`src/rtl/rk8je_xfer_seq_if.sv`:
```
// rk8je_xfer_seq_if: command, status, memory data-break and disk-image signals of the RK8JE transfer sequencer
// slave modport: the sequencer (i_* inputs, o_* outputs); master modport: controller, memory and disk side
interface rk8je_xfer_seq_if;
  logic        i_start;
  logic        i_abort;
  logic [11:0] i_command;
  logic [11:0] i_diskaddr;
  logic [11:0] i_memaddr;
  logic [3:0]  i_wrlock;
  logic [3:0]  i_notready;
  logic        o_busy;
  logic        o_hdim;
  logic [11:0] o_stset;
  logic [11:0] o_curaddr;
  logic        o_curaddr_we;
  logic        o_dmareq;
  logic        o_dmawrite;
  logic [14:0] o_dmaaddr;
  logic [11:0] o_dmawdata;
  logic        i_dmaack;
  logic [11:0] i_dmardata;
  logic        o_dskreq;
  logic        o_dskwrite;
  logic [22:0] o_dskaddr;
  logic [11:0] o_dskwdata;
  logic        i_dskack;
  logic [11:0] i_dskrdata;
  modport slave (
    input  i_start, i_abort, i_command, i_diskaddr, i_memaddr, i_wrlock, i_notready,
           i_dmaack, i_dmardata, i_dskack, i_dskrdata,
    output o_busy, o_hdim, o_stset, o_curaddr, o_curaddr_we,
           o_dmareq, o_dmawrite, o_dmaaddr, o_dmawdata,
           o_dskreq, o_dskwrite, o_dskaddr, o_dskwdata
  );
  modport master (
    output i_start, i_abort, i_command, i_diskaddr, i_memaddr, i_wrlock, i_notready,
           i_dmaack, i_dmardata, i_dskack, i_dskrdata,
    input  o_busy, o_hdim, o_stset, o_curaddr, o_curaddr_we,
           o_dmareq, o_dmawrite, o_dmaaddr, o_dmawdata,
           o_dskreq, o_dskwrite, o_dskaddr, o_dskwdata
  );
endinterface

```
`src/rtl/rk8je_xfer_seq.sv`:
```
// rk8je_xfer_seq: RK8JE function sequencer - checks, seek timing, block transfer between disk image and memory
// Ports: CLOCK, RESET (sync, active-high); bus (slave): start/abort/command/diskaddr/memaddr/wrlock/notready in,
// busy/hdim/stset/curaddr(+we) out, memory data-break port (dma*) and disk image port (dsk*).
module rk8je_xfer_seq #(
  parameter int SEEKCLKS = 1000,
  parameter int MAXCYL   = 202
) (
  input logic             CLOCK,
  input logic             RESET,
  rk8je_xfer_seq_if.slave bus
);
  localparam int CW = $clog2(SEEKCLKS + 1);
  typedef enum logic [2:0] {IDLE, CHECK, SEEK, DRD, MWR, MRD, DWR, FIN} state_t;
  state_t        r_state;
  logic [2:0]    r_fn, r_field;
  logic          r_dos, r_half, r_surf;
  logic [1:0]    r_drv;
  logic [7:0]    r_cyl, r_idx;
  logic [3:0]    r_sec, r_wl, r_nr;
  logic [CW-1:0] r_cnt;
  logic          r_busy, r_hdim, r_cawe, r_dmareq, r_dmawrite, r_dskreq, r_dskwrite;
  logic [11:0]   r_stset, r_curaddr, r_dmawdata, r_dskwdata;
  logic [14:0]   r_dmaaddr;
  logic [22:0]   r_dskaddr;
  logic          w_rd, w_wr, w_imm, w_last, w_zfill, w_unused;
  logic [7:0]    w_nidx;
  logic [11:0]   w_chk;
  assign w_rd    = r_fn[2:1] == 2'b00;
  assign w_wr    = r_fn[2:1] == 2'b10;
  assign w_imm   = !w_rd && !w_wr && r_fn != 3'd3;
  // reads of a half block stop at word 127; writes always cover the full 256-word block
  assign w_last  = r_idx == {~(r_half & w_rd), 7'h7f};
  assign w_nidx  = r_idx + 8'd1;
  assign w_zfill = r_half & w_nidx[7];
  assign w_unused = bus.i_command[8];
  assign w_chk   = w_imm ? 12'o4000 :
                   r_nr[r_drv] ? 12'o0200 :
                   r_cyl > 8'(MAXCYL) ? 12'o0001 :
                   (w_wr && r_wl[r_drv]) ? 12'o0020 : 12'o0000;
  always_ff @(posedge CLOCK) begin
    if (RESET) begin
      r_state    <= IDLE;
      r_busy     <= 1'b0;
      r_hdim     <= 1'b0;
      r_stset    <= '0;
      r_cawe     <= 1'b0;
      r_dmareq   <= 1'b0;
      r_dmawrite <= 1'b0;
      r_dskreq   <= 1'b0;
      r_dskwrite <= 1'b0;
      r_curaddr  <= '0;
      r_dmaaddr  <= '0;
      r_dmawdata <= '0;
      r_dskaddr  <= '0;
      r_dskwdata <= '0;
      r_idx      <= '0;
      r_cnt      <= '0;
    end else if (bus.i_abort) begin
      r_state  <= IDLE;
      r_busy   <= 1'b0;
      r_hdim   <= 1'b0;
      r_stset  <= '0;
      r_cawe   <= 1'b0;
      r_dmareq <= 1'b0;
      r_dskreq <= 1'b0;
    end else begin
      r_stset <= '0;
      r_cawe  <= 1'b0;
      case (r_state)
        IDLE: if (bus.i_start) begin
          r_fn      <= bus.i_command[11:9];
          r_dos     <= bus.i_command[7];
          r_half    <= bus.i_command[6];
          r_field   <= bus.i_command[5:3];
          r_drv     <= bus.i_command[2:1];
          r_cyl     <= {bus.i_command[0], bus.i_diskaddr[11:5]};
          r_surf    <= bus.i_diskaddr[4];
          r_sec     <= bus.i_diskaddr[3:0];
          r_curaddr <= bus.i_memaddr;
          r_wl      <= bus.i_wrlock;
          r_nr      <= bus.i_notready;
          r_idx     <= '0;
          r_busy    <= 1'b1;
          r_state   <= CHECK;
        end
        CHECK: begin
          r_stset <= w_chk;
          r_hdim  <= w_chk == 12'o0000;
          r_cnt   <= CW'(SEEKCLKS - 1);
          r_state <= w_chk != 12'o0000 ? FIN : SEEK;
        end
        SEEK: if (r_cnt != '0) r_cnt <= r_cnt - CW'(1);
        else begin
          r_hdim  <= 1'b0;
          r_stset <= (!w_rd && !w_wr && r_dos) ? 12'o4000 : 12'o0000;
          r_state <= w_rd ? DRD : w_wr ? MRD : FIN;
        end
        // each transfer state enters with its request low, raises it, then waits for the ack
        DRD: if (!r_dskreq) begin
          r_dskreq   <= 1'b1;
          r_dskwrite <= 1'b0;
          r_dskaddr  <= {r_drv, r_cyl, r_surf, r_sec, r_idx};
        end else if (bus.i_dskack) begin
          r_dskreq   <= 1'b0;
          r_dmawdata <= bus.i_dskrdata;
          r_state    <= MWR;
        end
        MWR: if (!r_dmareq) begin
          r_dmareq   <= 1'b1;
          r_dmawrite <= 1'b1;
          r_dmaaddr  <= {r_field, r_curaddr};
        end else if (bus.i_dmaack) begin
          r_dmareq  <= 1'b0;
          r_curaddr <= r_curaddr + 12'd1;
          r_cawe    <= 1'b1;
          r_idx     <= w_nidx;
          r_stset   <= w_last ? 12'o4000 : 12'o0000;
          r_state   <= w_last ? FIN : DRD;
        end
        MRD: if (!r_dmareq) begin
          r_dmareq   <= 1'b1;
          r_dmawrite <= 1'b0;
          r_dmaaddr  <= {r_field, r_curaddr};
        end else if (bus.i_dmaack) begin
          r_dmareq   <= 1'b0;
          r_dskwdata <= bus.i_dmardata;
          r_curaddr  <= r_curaddr + 12'd1;
          r_cawe     <= 1'b1;
          r_state    <= DWR;
        end
        // second half of a half-block write pads with zeros and never touches memory
        DWR: if (!r_dskreq) begin
          r_dskreq   <= 1'b1;
          r_dskwrite <= 1'b1;
          r_dskaddr  <= {r_drv, r_cyl, r_surf, r_sec, r_idx};
        end else if (bus.i_dskack) begin
          r_dskreq   <= 1'b0;
          r_idx      <= w_nidx;
          r_dskwdata <= '0;
          r_stset    <= w_last ? 12'o4000 : 12'o0000;
          r_state    <= w_last ? FIN : w_zfill ? DWR : MRD;
        end
        FIN: begin
          r_busy  <= 1'b0;
          r_state <= IDLE;
        end
      endcase
    end
  end
  assign bus.o_busy       = r_busy;
  assign bus.o_hdim       = r_hdim;
  assign bus.o_stset      = r_stset;
  assign bus.o_curaddr    = r_curaddr;
  assign bus.o_curaddr_we = r_cawe;
  assign bus.o_dmareq     = r_dmareq;
  assign bus.o_dmawrite   = r_dmawrite;
  assign bus.o_dmaaddr    = r_dmaaddr;
  assign bus.o_dmawdata   = r_dmawdata;
  assign bus.o_dskreq     = r_dskreq;
  assign bus.o_dskwrite   = r_dskwrite;
  assign bus.o_dskaddr    = r_dskaddr;
  assign bus.o_dskwdata   = r_dskwdata;
endmodule

```
`src/flat_wrapper.sv`:
```
// flat-port wrapper written by rule: the top's interface ports become plain ports
module rk8je_xfer_seq_flat 
#(
  parameter int SEEKCLKS = 1000,
  parameter int MAXCYL   = 202
)
  (CLOCK, RESET, bus_i_start, bus_i_abort, bus_i_command, bus_i_diskaddr, bus_i_memaddr, bus_i_wrlock, bus_i_notready, bus_i_dmaack, bus_i_dmardata, bus_i_dskack, bus_i_dskrdata, bus_o_busy, bus_o_hdim, bus_o_stset, bus_o_curaddr, bus_o_curaddr_we, bus_o_dmareq, bus_o_dmawrite, bus_o_dmaaddr, bus_o_dmawdata, bus_o_dskreq, bus_o_dskwrite, bus_o_dskaddr, bus_o_dskwdata);
  rk8je_xfer_seq_if bus_i ();
  input logic CLOCK;
  input logic RESET;
  input wire logic [$bits(bus_i.i_start)-1:0] bus_i_start;
  input wire logic [$bits(bus_i.i_abort)-1:0] bus_i_abort;
  input wire logic [$bits(bus_i.i_command)-1:0] bus_i_command;
  input wire logic [$bits(bus_i.i_diskaddr)-1:0] bus_i_diskaddr;
  input wire logic [$bits(bus_i.i_memaddr)-1:0] bus_i_memaddr;
  input wire logic [$bits(bus_i.i_wrlock)-1:0] bus_i_wrlock;
  input wire logic [$bits(bus_i.i_notready)-1:0] bus_i_notready;
  input wire logic [$bits(bus_i.i_dmaack)-1:0] bus_i_dmaack;
  input wire logic [$bits(bus_i.i_dmardata)-1:0] bus_i_dmardata;
  input wire logic [$bits(bus_i.i_dskack)-1:0] bus_i_dskack;
  input wire logic [$bits(bus_i.i_dskrdata)-1:0] bus_i_dskrdata;
  output wire logic [$bits(bus_i.o_busy)-1:0] bus_o_busy;
  output wire logic [$bits(bus_i.o_hdim)-1:0] bus_o_hdim;
  output wire logic [$bits(bus_i.o_stset)-1:0] bus_o_stset;
  output wire logic [$bits(bus_i.o_curaddr)-1:0] bus_o_curaddr;
  output wire logic [$bits(bus_i.o_curaddr_we)-1:0] bus_o_curaddr_we;
  output wire logic [$bits(bus_i.o_dmareq)-1:0] bus_o_dmareq;
  output wire logic [$bits(bus_i.o_dmawrite)-1:0] bus_o_dmawrite;
  output wire logic [$bits(bus_i.o_dmaaddr)-1:0] bus_o_dmaaddr;
  output wire logic [$bits(bus_i.o_dmawdata)-1:0] bus_o_dmawdata;
  output wire logic [$bits(bus_i.o_dskreq)-1:0] bus_o_dskreq;
  output wire logic [$bits(bus_i.o_dskwrite)-1:0] bus_o_dskwrite;
  output wire logic [$bits(bus_i.o_dskaddr)-1:0] bus_o_dskaddr;
  output wire logic [$bits(bus_i.o_dskwdata)-1:0] bus_o_dskwdata;
  assign bus_i.i_start = bus_i_start;
  assign bus_i.i_abort = bus_i_abort;
  assign bus_i.i_command = bus_i_command;
  assign bus_i.i_diskaddr = bus_i_diskaddr;
  assign bus_i.i_memaddr = bus_i_memaddr;
  assign bus_i.i_wrlock = bus_i_wrlock;
  assign bus_i.i_notready = bus_i_notready;
  assign bus_i.i_dmaack = bus_i_dmaack;
  assign bus_i.i_dmardata = bus_i_dmardata;
  assign bus_i.i_dskack = bus_i_dskack;
  assign bus_i.i_dskrdata = bus_i_dskrdata;
  assign bus_o_busy = bus_i.o_busy;
  assign bus_o_hdim = bus_i.o_hdim;
  assign bus_o_stset = bus_i.o_stset;
  assign bus_o_curaddr = bus_i.o_curaddr;
  assign bus_o_curaddr_we = bus_i.o_curaddr_we;
  assign bus_o_dmareq = bus_i.o_dmareq;
  assign bus_o_dmawrite = bus_i.o_dmawrite;
  assign bus_o_dmaaddr = bus_i.o_dmaaddr;
  assign bus_o_dmawdata = bus_i.o_dmawdata;
  assign bus_o_dskreq = bus_i.o_dskreq;
  assign bus_o_dskwrite = bus_i.o_dskwrite;
  assign bus_o_dskaddr = bus_i.o_dskaddr;
  assign bus_o_dskwdata = bus_i.o_dskwdata;
  rk8je_xfer_seq #(.SEEKCLKS(SEEKCLKS), .MAXCYL(MAXCYL)) u_core (.CLOCK(CLOCK), .RESET(RESET), .bus(bus_i));
endmodule
```
`config.mk`:
```
export PLATFORM = sky130hd
export DESIGN_NAME = rk8je_xfer_seq_flat
export DESIGN_NICKNAME = d
export VERILOG_FILES = /design/src/rtl/rk8je_xfer_seq_if.sv /design/src/rtl/rk8je_xfer_seq.sv /design/src/flat_wrapper.sv
export SDC_FILE = /design/constraint.sdc
export NUM_CORES = 1
export LEC_CHECK = 0
export CAP_MARGIN = 10
export CELL_PAD_IN_SITES_DETAIL_PLACEMENT = 1
export CELL_PAD_IN_SITES_GLOBAL_PLACEMENT = 2
export CORE_MARGIN = 2
export CORE_UTILIZATION = 28
export DETAILED_ROUTE_END_ITERATION = 8
export GPL_ROUTABILITY_DRIVEN = 0
export GPL_TIMING_DRIVEN = 0
export HOLD_SLACK_MARGIN = 0.03
export PLACE_DENSITY_LB_ADDON = 0.25
export SLEW_MARGIN = 20
export SYNTH_ARGS = -nofsm -noshare
export SYNTH_HDL_FRONTEND = slang
export SYNTH_SLANG_ARGS = --single-unit
```
`constraint.sdc`:
```
create_clock -name CLOCK -period 6.71 [get_ports CLOCK]
set_input_delay 0.671 -clock CLOCK [delete_from_list [all_inputs] [get_ports CLOCK]]
set_output_delay 0.671 -clock CLOCK [all_outputs]
set_load 0.005 [all_outputs]
```
# Word level (Yosys, flattened, before mapping)
# Cells that the tools add are included.
# op_classes
addsub,3
n_mul,0
n_div,0
magnitude_cmp,2
eq_ne,27
shifts,0
mux,65
bitwise,8
reduce_logical,35
# ops
operator,n
$mux W12,17
$pmux W12 S2,2
$pmux W12 S4,1
$mux W3,14
$mux W8,5
$pmux W3 S8,1
$pmux W8 S3,1
$ne A2 B2 Y1 const B,10
$pmux W10 S2,1
$reduce_and A4 Y1,4
$ne A2 B1 Y1 const B,7
$mux W1,13
$add A12 B1 Y12 const B,1
$eq A3 B3 Y1 const B,4
$logic_not A12 Y1,1
$reduce_bool A12 Y1,1
$reduce_bool A2 Y1,6
$mux W10,1
$reduce_and A10 Y1,1
$reduce_bool A10 Y1,1
$sub A10 B1 Y10 const B,1
$reduce_and A3 Y1,3
$add A8 B1 Y8 const B,1
$eq A8 B8 Y1,1
23 further kinds,42
# word_totals
reg_bits,145
latch_bits,0
ram_bits,0
mem_bits_ro,0
input_bits,74
output_inout_bits,93
wordCells,166
memories,0

# Longest topological paths before layout
# Gate-level depths: netlist of run 1.
# logic_depth
word_depth,10
ltp_mapped,9
mapped_depth_nobuf,7

# Worst setup path before layout of run 1
# Ideal clock, no wire load.
# synth_timing
kind,input to register
from,input bus_i_abort
to,register u_core.r_cyl[0] (enable)
setup_time_ps,497
arrival_time_ps,4355
required_ps,6213
setup_slack_ps,1858
stages,4
path_buffers,2
cell_sequence,buf_2 > or2_2 > clkbuf_1 > nor4_1
# synth_between
elab_chain_cells,2
# synth_rtl
element,line_no,text
"start, declared",flat_wrapper.sv:12,input wire logic [$bits(bus_i.i_abort)-1:0] bus_i_abort;
$not A1 Y1 (no line),-,
$reduce_and A4 Y1 (no line),-,
"end signal, assigned",rk8je_xfer_seq.sv:76,"r_cyl <= {bus.i_command[0], bus.i_diskaddr[11:5]};"
"end, declared",rk8je_xfer_seq.sv:18,"logic [7:0] r_cyl, r_idx;"
# No other way between the ends.
# A chain may end at the register's enable or synchronous reset.

# Worst setup path after layout of run 1
# layout_timing
from,input bus_i_abort
to,register u_core.r_cyl[2] (enable)
# The elaborated chain is that of the path after synthesis.

==> metrics.txt, run 1 <==
# TYPE chip_impl_metric gauge
chip_impl_info{name="grt_setup_unrepaired",value="no"} 1
chip_impl_metric{name="power.clock.fraction",unit="%"} 47.9
chip_impl_metric{name="wirelength",unit="mm"} 18.6
chip_impl_metric{name="power.ir.vdd_worst",unit="mV"} 0.186
chip_impl_metric{name="layout_net_count",unit=""} 901
chip_impl_metric{name="boundaryPins",unit=""} 167
chip_impl_metric{name="critical_path_peak_fanout",unit=""} 10
chip_impl_metric{name="grt_max_degree",unit=""} 17
chip_impl_metric{name="h_tree_depth_reported_by_cts",unit=""} 4
chip_impl_info{name="critPathKind",value="in2reg"} 1
chip_impl_info{name="critPathMostFrequentCell",value="buf_2"} 1
chip_impl_metric{name="gr-usage-all-layers",unit="%"} 17.4
chip_impl_metric{name="layout_min_cycle_time",unit="ns"} 3.46
chip_impl_metric{name="finClkSkew",unit="ns"} 0.00986
chip_impl_info{name="hold_path.class",value="reg2reg"} 1
chip_impl_metric{name="total_area_of_multi_input_combinational_cells",unit="um2"} 2480
chip_impl_metric{name="net_switching_component_of_the_power",unit="W"} 0.000457
chip_impl_metric{name="met2_length",unit="mm"} 9.23
chip_impl_metric{name="die-width",unit="um"} 147
chip_impl_metric{name="global_route.overflow_total",unit=""} 0
chip_impl_metric{name="wp_depth",unit=""} 9
chip_impl_metric{name="rows",unit=""} 52
chip_impl_metric{name="power.share.switching",unit="%"} 23.2
chip_impl_metric{name="fin_crit_sh",unit="%"} 51.6
chip_impl_metric{name="cpPeakStageDelay",unit="ns"} 0.56
chip_impl_metric{name="final_area",unit="um2"} 8300
chip_impl_metric{name="final_max_slew_viol_count",unit=""} 0
chip_impl_metric{name="drt.antenna.violating_nets",unit=""} 0
chip_impl_info{name="clk_root_buffer_cell",value="clkbuf_16"} 1
chip_impl_metric{name="netlist_instances",unit=""} 637
chip_impl_metric{name="vias",unit=""} 5299
chip_impl_metric{name="pre_cts_slack",unit="ns"} 2.79
chip_impl_metric{name="syn2layout_area_growth",unit="%"} 44.5
chip_impl_info{name="crit_chain",value="clkdlybuf4s50_1 -> buf_2 -> or2_2 -> clkbuf_1 -> nor4_2 -> buf_2 -> buf_2 -> buf_4 -> buf_2"} 1
chip_impl_info{name="ys.flop_type",value="dfxtp_1"} 1
chip_impl_metric{name="die-area",unit="um2"} 21700
chip_impl_metric{name="final_critical_path_setup_slack",unit="ns"} 3.25
chip_impl_metric{name="drt-vias-per-instance",unit=""} 4.79
chip_impl_metric{name="drc",unit=""} 0
chip_impl_info{name="cpMaxStageDelayCell",value="nor4_2"} 1
chip_impl_metric{name="routed-wl-met3",unit="um"} 840
chip_impl_metric{name="number_of_design_rule_violations_left_by_the_first_detailed_router_iteration",unit=""} 249
chip_impl_metric{name="finish.utilization",unit="%"} 41.2
chip_impl_metric{name="filler_cell_count",unit=""} 2343
chip_impl_metric{name="postSynthAreaPerCell",unit="um2"} 9.02
chip_impl_info{name="layout.cells.most_common",value="clkdlybuf4s50_1"} 1
chip_impl_metric{name="maxClockFrequency",unit="MHz"} 289
chip_impl_metric{name="number_of_cts_inserted_buffers",unit=""} 17
chip_impl_metric{name="clockBufferDepth",unit=""} 2
chip_impl_metric{name="cts_repair_resize_count",unit=""} 0
chip_impl_metric{name="ys.warnings.count",unit=""} 0
chip_impl_metric{name="wire_length_of_the_first_global_routing_pass",unit="mm"} 29.6
chip_impl_metric{name="power.share.sequential",unit="%"} 44.4
chip_impl_metric{name="async_flop_share",unit="%"} 0
chip_impl_metric{name="synth_edf_count",unit=""} 31
chip_impl_metric{name="setup_viol",unit=""} 0
chip_impl_metric{name="worst-r2r-setup-slack",unit="ns"} 3.90
chip_impl_metric{name="dpl_cell_area",unit="um2"} 7710
chip_impl_metric{name="yosysUniqueCellTypes",unit=""} 60
chip_impl_info{name="outcome",value="finished clean"} 1
chip_impl_metric{name="cp.required",unit="ns"} 6.83
chip_impl_metric{name="drive_above_1_share",unit="%"} 8.00
chip_impl_metric{name="floorplan.initialDensity",unit="%"} 28.5
chip_impl_info{name="critical_path.top_delay_family",value="buffers and inverters"} 1
chip_impl_metric{name="min_path_cells",unit=""} 2
chip_impl_metric{name="report.power.total",unit="W"} 0.00197
chip_impl_metric{name="ys_seq_elements",unit=""} 137
chip_impl_metric{name="number_of_clock_sinks_seen_by_cts",unit=""} 137
chip_impl_info{name="most-common-layout-cells",value="clkdlybuf4s50_1 (156), nand2_1 (128), dfxtp_1 (106), a21oi_1 (80), nor2_1 (49)"} 1
chip_impl_metric{name="place.detailed.hpwl",unit="mm"} 14.0
chip_impl_info{name="timing.critical_path.to_type",value="flip-flop"} 1
chip_impl_metric{name="total_leakage_power",unit="nW"} 2.90
chip_impl_metric{name="portion_of_the_post_synthesis_area_used_by_sequential_elements",unit="%"} 53.1
chip_impl_metric{name="synth_area",unit="um2"} 5750
chip_impl_metric{name="seqCellArea",unit="um2"} 3050
chip_impl_metric{name="worst_relative_slew_slack",unit="%"} 48.8
chip_impl_metric{name="internal-power",unit="W"} 0.00152
chip_impl_metric{name="timing.critical_path.buf_inv",unit=""} 7
chip_impl_metric{name="worst-endpoint-arrival",unit="ns"} 3.59
chip_impl_metric{name="timing.reg2reg.worst_path_depth",unit=""} 8
chip_impl_info{name="tritoncts_clock_tree",value="done"} 1
chip_impl_metric{name="clkTransAtPathRegs",unit="ns"} 0.06
chip_impl_metric{name="cap_violations",unit=""} 0
chip_impl_metric{name="drt-wirelength-per-cell",unit="um"} 16.8
chip_impl_metric{name="tightestPinTransition",unit="ns"} 0.767
chip_impl_metric{name="inserted_diodes",unit=""} 0
chip_impl_metric{name="wl_met1",unit="mm"} 8.30
chip_impl_metric{name="fp.dieH",unit="um"} 147
chip_impl_metric{name="power.density_cell_area",unit="nW/um2"} 238
chip_impl_metric{name="antenna_found_initial",unit=""} 0
chip_impl_metric{name="clkLatencyLatePin",unit="ns"} 0.42
chip_impl_metric{name="buffer_ports.inserted",unit=""} 156
chip_impl_metric{name="fin_tns_setup",unit="ns"} 0
chip_impl_info{name="dr.max_layer_used",value="met4"} 1
chip_impl_metric{name="pwr-share-comb",unit="%"} 7.8
chip_impl_metric{name="first_global_vias",unit=""} 5630
chip_impl_metric{name="drt-pass1-iter-count",unit=""} 4
chip_impl_metric{name="cts_hold_buffers_added",unit=""} 0
chip_impl_metric{name="core_area",unit="um2"} 20200
chip_impl_metric{name="post-cts-setup-buffer-count",unit=""} 0
chip_impl_info{name="cp-start-kind",value="input port"} 1
chip_impl_metric{name="final-hold-violation-count",unit=""} 0
-- synthesized netlist by cell type (4+ instances only) --
library cell	n	area [um2]
nand2_1	128	480
dfxtp_1	106	2120
a21oi_1	80	400
nor2_1	49	184
nand3_1	32	160
edfxtp_1	31	931
clkbuf_1	27	101
mux2i_1	15	150
o21ai_0	15	75.1
buf_2	10	50.1
buf_4	10	75.1
nand2b_1	10	62.6
nor3_1	10	50.1
xor2_1	9	78.8
a211oi_1	8	60.1
a22oi_1	6	45.0
nor2b_1	6	37.5
or3_1	6	37.5
and3_1	5	31.3
nor4_1	5	31.3
o31ai_1	5	37.5
nand4_1	4	25.0
-- final cells by class --
type | count | share of cell area (%)
clock inverter | 10 | 1.43
timing repair buffer | 161 | 19.2
buffer | 49 | 2.82
inverter | 3 | 0.136
tap | 270 | 4.07
clock buffer | 22 | 5.71
sequential | 137 | 36.8
multi-input combinational | 455 | 29.9
-- through the flow --
step,hold slack [ns],cells
after floorplan,0.438,644
after global placement,0.440,1070
after detailed placement,0.445,1075
after CTS,0.453,1107
after global routing,0.472,1107
final,0.454,1107
-- per-layer routing --
metal,vias up,track usage (%)
met5,-,0
met4,0,5.63
met3,17,3.54
met2,116,30.4
met1,2568,21.4
li1,2598,-
-- power groups by stage --
stage          combinational, W  clock [W]  sequential (W)
5_1_grt                0.000168    0.00100        0.000877
3_5_place_dp           0.000152          0        0.000893
3_3_place_gp           0.000147          0        0.000893
2_1_floorplan         0.0000716          0        0.000890
6_report               0.000153   0.000944        0.000875
4_1_cts                0.000153   0.000965        0.000875
-- path summary, 6_finish.rpt --
check                                 from                  endpoint
setup reg to reg         u_core.r_state[0]           u_core.r_cyl[2]
hold reg to reg   u_core.bus.o_dskwdata[7]  u_core.bus.o_dskwdata[7]
hold / removal    u_core.bus.o_dskwdata[7]  u_core.bus.o_dskwdata[7]
setup / recovery               bus_i_abort           u_core.r_cyl[2]
-- worst register-to-register path, stage by stage (launching register included) --
cell and delay [ns]:
dfxtp_1 0.30, buf_4 0.16, clkbuf_1 0.21, clkbuf_1 0.31, nor4_2 0.59, buf_2 0.32, buf_2 0.24, buf_4 0.19
buf_2 0.21
-- logic make-up after synthesis --
family                   Yosys count  share of synthesized area [%]
AND/OR/NAND/NOR                  275                           22.4
AO/OA/AOI/OAI                    142                           14.8
flip-flops                       137                           53.1
buffers and inverters             52                           4.27
multiplexers                      16                           3.00
XOR/XNOR                          11                           1.68
adder cells (fa/ha/maj)            3                          0.653
other                              1                         0.0653
-- sequential cells by signal (all words and copies together), names as in the netlist, 4 cells and up --
| signal | cells |
|---|---|
| u_core.bus.o_curaddr | 12 |
| u_core.r_idx | 8 |
| u_core.r_cnt | 10 |
| u_core.r_wl | 4 |
| u_core.bus.o_stset | 4 |
| u_core.bus.o_dskwdata | 12 |
| u_core.r_sec | 4 |
| u_core.bus.o_dskaddr | 23 |
| u_core.r_cyl | 8 |
| u_core.r_nr | 4 |
| u_core.bus.o_dmawdata | 12 |
| u_core.bus.o_dmaaddr | 15 |
Note: power is estimated with default switching activity, not from simulation.
==> run 2: changes to the inputs <==
CORE_UTILIZATION = 25   (was 28)
clock period = 2.87 ns   (was 6.71 ns; I/O delays follow)
==> run 2 against run 1 <==
Compared with the run above:
- count of clock-buffer cells in the layout down 3
- clock power grew 130%
- die area up 12%
- critical endpoint is now u_core.r_cyl[3]
==> metrics.txt, run 2 (same netlist as run 1, synthesis figures left out) <==
# TYPE chip_impl_metric gauge
chip_impl_info{name="layout.cells.most_common",value="clkdlybuf4s50_1"} 1
chip_impl_metric{name="cap_violations",unit=""} 0
chip_impl_metric{name="pre_cts_slack",unit="ns"} -0.147
chip_impl_metric{name="syn2layout_area_growth",unit="%"} 44.9
chip_impl_metric{name="layout_min_cycle_time",unit="ns"} 2.54
chip_impl_metric{name="final_area",unit="um2"} 8330
chip_impl_metric{name="final-hold-violation-count",unit=""} 0
chip_impl_metric{name="fin_crit_sh",unit="%"} 88.4
chip_impl_metric{name="clkTransAtPathRegs",unit="ns"} 0.06
chip_impl_info{name="cpMaxStageDelayCell",value="nor4_4"} 1
chip_impl_metric{name="worst_relative_slew_slack",unit="%"} 48.2
chip_impl_metric{name="tightestPinTransition",unit="ns"} 0.777
chip_impl_metric{name="dpl_cell_area",unit="um2"} 7740
chip_impl_metric{name="power.density_cell_area",unit="nW/um2"} 553
chip_impl_metric{name="drt.antenna.violating_nets",unit=""} 0
chip_impl_metric{name="clockBufferDepth",unit=""} 2
chip_impl_metric{name="post-cts-setup-buffer-count",unit=""} 0
chip_impl_metric{name="wirelength",unit="mm"} 19.0
chip_impl_metric{name="clkLatencyLatePin",unit="ns"} 0.42
chip_impl_metric{name="critical_path_peak_fanout",unit=""} 12
chip_impl_metric{name="gr-usage-all-layers",unit="%"} 15.7
chip_impl_metric{name="antenna_found_initial",unit=""} 0
chip_impl_metric{name="cpPeakStageDelay",unit="ns"} 0.59
chip_impl_info{name="most-common-layout-cells",value="clkdlybuf4s50_1 (156), nand2_1 (128), dfxtp_1 (106), a21oi_1 (80), nor2_1 (49)"} 1
chip_impl_metric{name="floorplan.initialDensity",unit="%"} 25.5
chip_impl_metric{name="number_of_clock_sinks_seen_by_cts",unit=""} 137
chip_impl_metric{name="number_of_design_rule_violations_left_by_the_first_detailed_router_iteration",unit=""} 199
chip_impl_metric{name="fp.dieH",unit="um"} 156
chip_impl_metric{name="max_ffs_per_register",unit=""} 23
chip_impl_metric{name="setup_viol",unit=""} 0
chip_impl_metric{name="finClkSkew",unit="ns"} 0.00734
chip_impl_metric{name="layout_net_count",unit=""} 899
chip_impl_metric{name="drt-vias-per-instance",unit=""} 4.77
chip_impl_metric{name="fin_tns_setup",unit="ns"} 0
chip_impl_metric{name="drt-pass1-iter-count",unit=""} 4
chip_impl_metric{name="timing.critical_path.buf_inv",unit=""} 5
chip_impl_metric{name="cp.required",unit="ns"} 2.99
chip_impl_metric{name="filler_cell_count",unit=""} 2579
chip_impl_metric{name="rows",unit=""} 55
chip_impl_metric{name="drc",unit=""} 0
chip_impl_metric{name="drt-wirelength-per-cell",unit="um"} 16.9
chip_impl_info{name="critical_path.top_delay_family",value="buffers and inverters"} 1
chip_impl_metric{name="drive_above_1_share",unit="%"} 7.54
chip_impl_metric{name="inserted_diodes",unit=""} 0
chip_impl_metric{name="global_route.overflow_total",unit=""} 0
chip_impl_info{name="outcome",value="finished clean"} 1
chip_impl_metric{name="vias",unit=""} 5342
chip_impl_metric{name="number_of_cts_inserted_buffers",unit=""} 17
chip_impl_metric{name="maxClockFrequency",unit="MHz"} 394
chip_impl_metric{name="cts_repair_resize_count",unit=""} 0
chip_impl_info{name="clk_root_buffer_cell",value="clkbuf_16"} 1
chip_impl_metric{name="final_max_slew_viol_count",unit=""} 0
chip_impl_metric{name="total_leakage_power",unit="nW"} 2.89
chip_impl_info{name="cp-start-kind",value="input port"} 1
chip_impl_metric{name="grt_max_degree",unit=""} 17
chip_impl_info{name="grt_setup_unrepaired",value="no"} 1
chip_impl_metric{name="boundaryPins",unit=""} 167
chip_impl_metric{name="place.detailed.hpwl",unit="mm"} 14.3
chip_impl_info{name="hold_path.class",value="in2reg"} 1
chip_impl_info{name="tritoncts_clock_tree",value="done"} 1
chip_impl_metric{name="wire_length_of_the_first_global_routing_pass",unit="mm"} 29.7
chip_impl_metric{name="worst-endpoint-arrival",unit="ns"} 2.66
chip_impl_metric{name="power.ir.vdd_worst",unit="mV"} 0.383
chip_impl_info{name="crit_chain",value="clkdlybuf4s50_1 -> buf_2 -> or2_2 -> clkbuf_1 -> nor4_4 -> buf_6 -> buf_6"} 1
chip_impl_metric{name="cts_hold_buffers_added",unit=""} 0
chip_impl_metric{name="first_global_vias",unit=""} 5611
chip_impl_metric{name="die-area",unit="um2"} 24200
chip_impl_metric{name="die-width",unit="um"} 156
chip_impl_info{name="timing.critical_path.to_type",value="flip-flop"} 1
chip_impl_info{name="critPathMostFrequentCell",value="buf_6"} 1
chip_impl_metric{name="buffer_ports.inserted",unit=""} 156
chip_impl_metric{name="h_tree_depth_reported_by_cts",unit=""} 4
chip_impl_metric{name="core_area",unit="um2"} 22600
chip_impl_metric{name="final_critical_path_setup_slack",unit="ns"} 0.332
chip_impl_info{name="critPathKind",value="in2reg"} 1
## run 2: final timing paths
path / start / end / slack [ns] / cells after the start
hold / removal: RESET / u_core.bus.o_stset[0] / 0.38 / 3
hold reg to reg: u_core.bus.o_dskwdata[10] / u_core.bus.o_dskwdata[10] / 0.45 / 2
setup / recovery: bus_i_abort / u_core.r_cyl[3] / 0.33 / 7
setup reg to reg: u_core.r_cyl[1] / u_core.r_state[2] / 0.53 / 6
## run 2: routing by layer
metal	GRT usage (%)	vias up	share of wire [%]
met5	0	-	0
met4	6.07	0	2.4
met3	3.72	27	4.3
met2	26.3	130	47
met1	19.5	2583	46
li1	-	2602	-
## run 2: tightest hold or removal path: cells and delay by family
| kind | cells | cell delay [ns] |
|---|---|---|
| buf+inv | 1 | 0.22 |
| simple gates | 2 | 0.24 |
## run 2: final cells by class
class,count,area (um2),share of cell area [%]
Inverter,3,11.3,0.135
Buffer,49,234,2.81
Tap cell,285,357,4.28
Timing Repair Buffer,159,1600,19.2
Multi-Input combinational cell,455,2490,29.9
Sequential cell,137,3050,36.7
Clock inverter,13,154,1.85
Clock buffer,19,433,5.20
## run 2: report_power, final
part	internal, W	switching [W]	leakage (nW)	total [W]
combinational	0.000184	0.000175	1.48	0.000359
sequential	0.00201	0.0000367	1.14	0.00205
clock	0.00136	0.000843	0.272	0.00220
## run 2: stage by stage
step                      total power, W  cells  util [%]  hold WS, ns
after global routing             0.00479   1120      36.9        0.409
after CTS                        0.00468   1120      36.9        0.387
after floorplan                  0.00225    644         -        0.386
after global placement           0.00243   1085      34.1        0.439
final                            0.00461   1120      36.9        0.380
after detailed placement         0.00245   1088      34.3        0.445
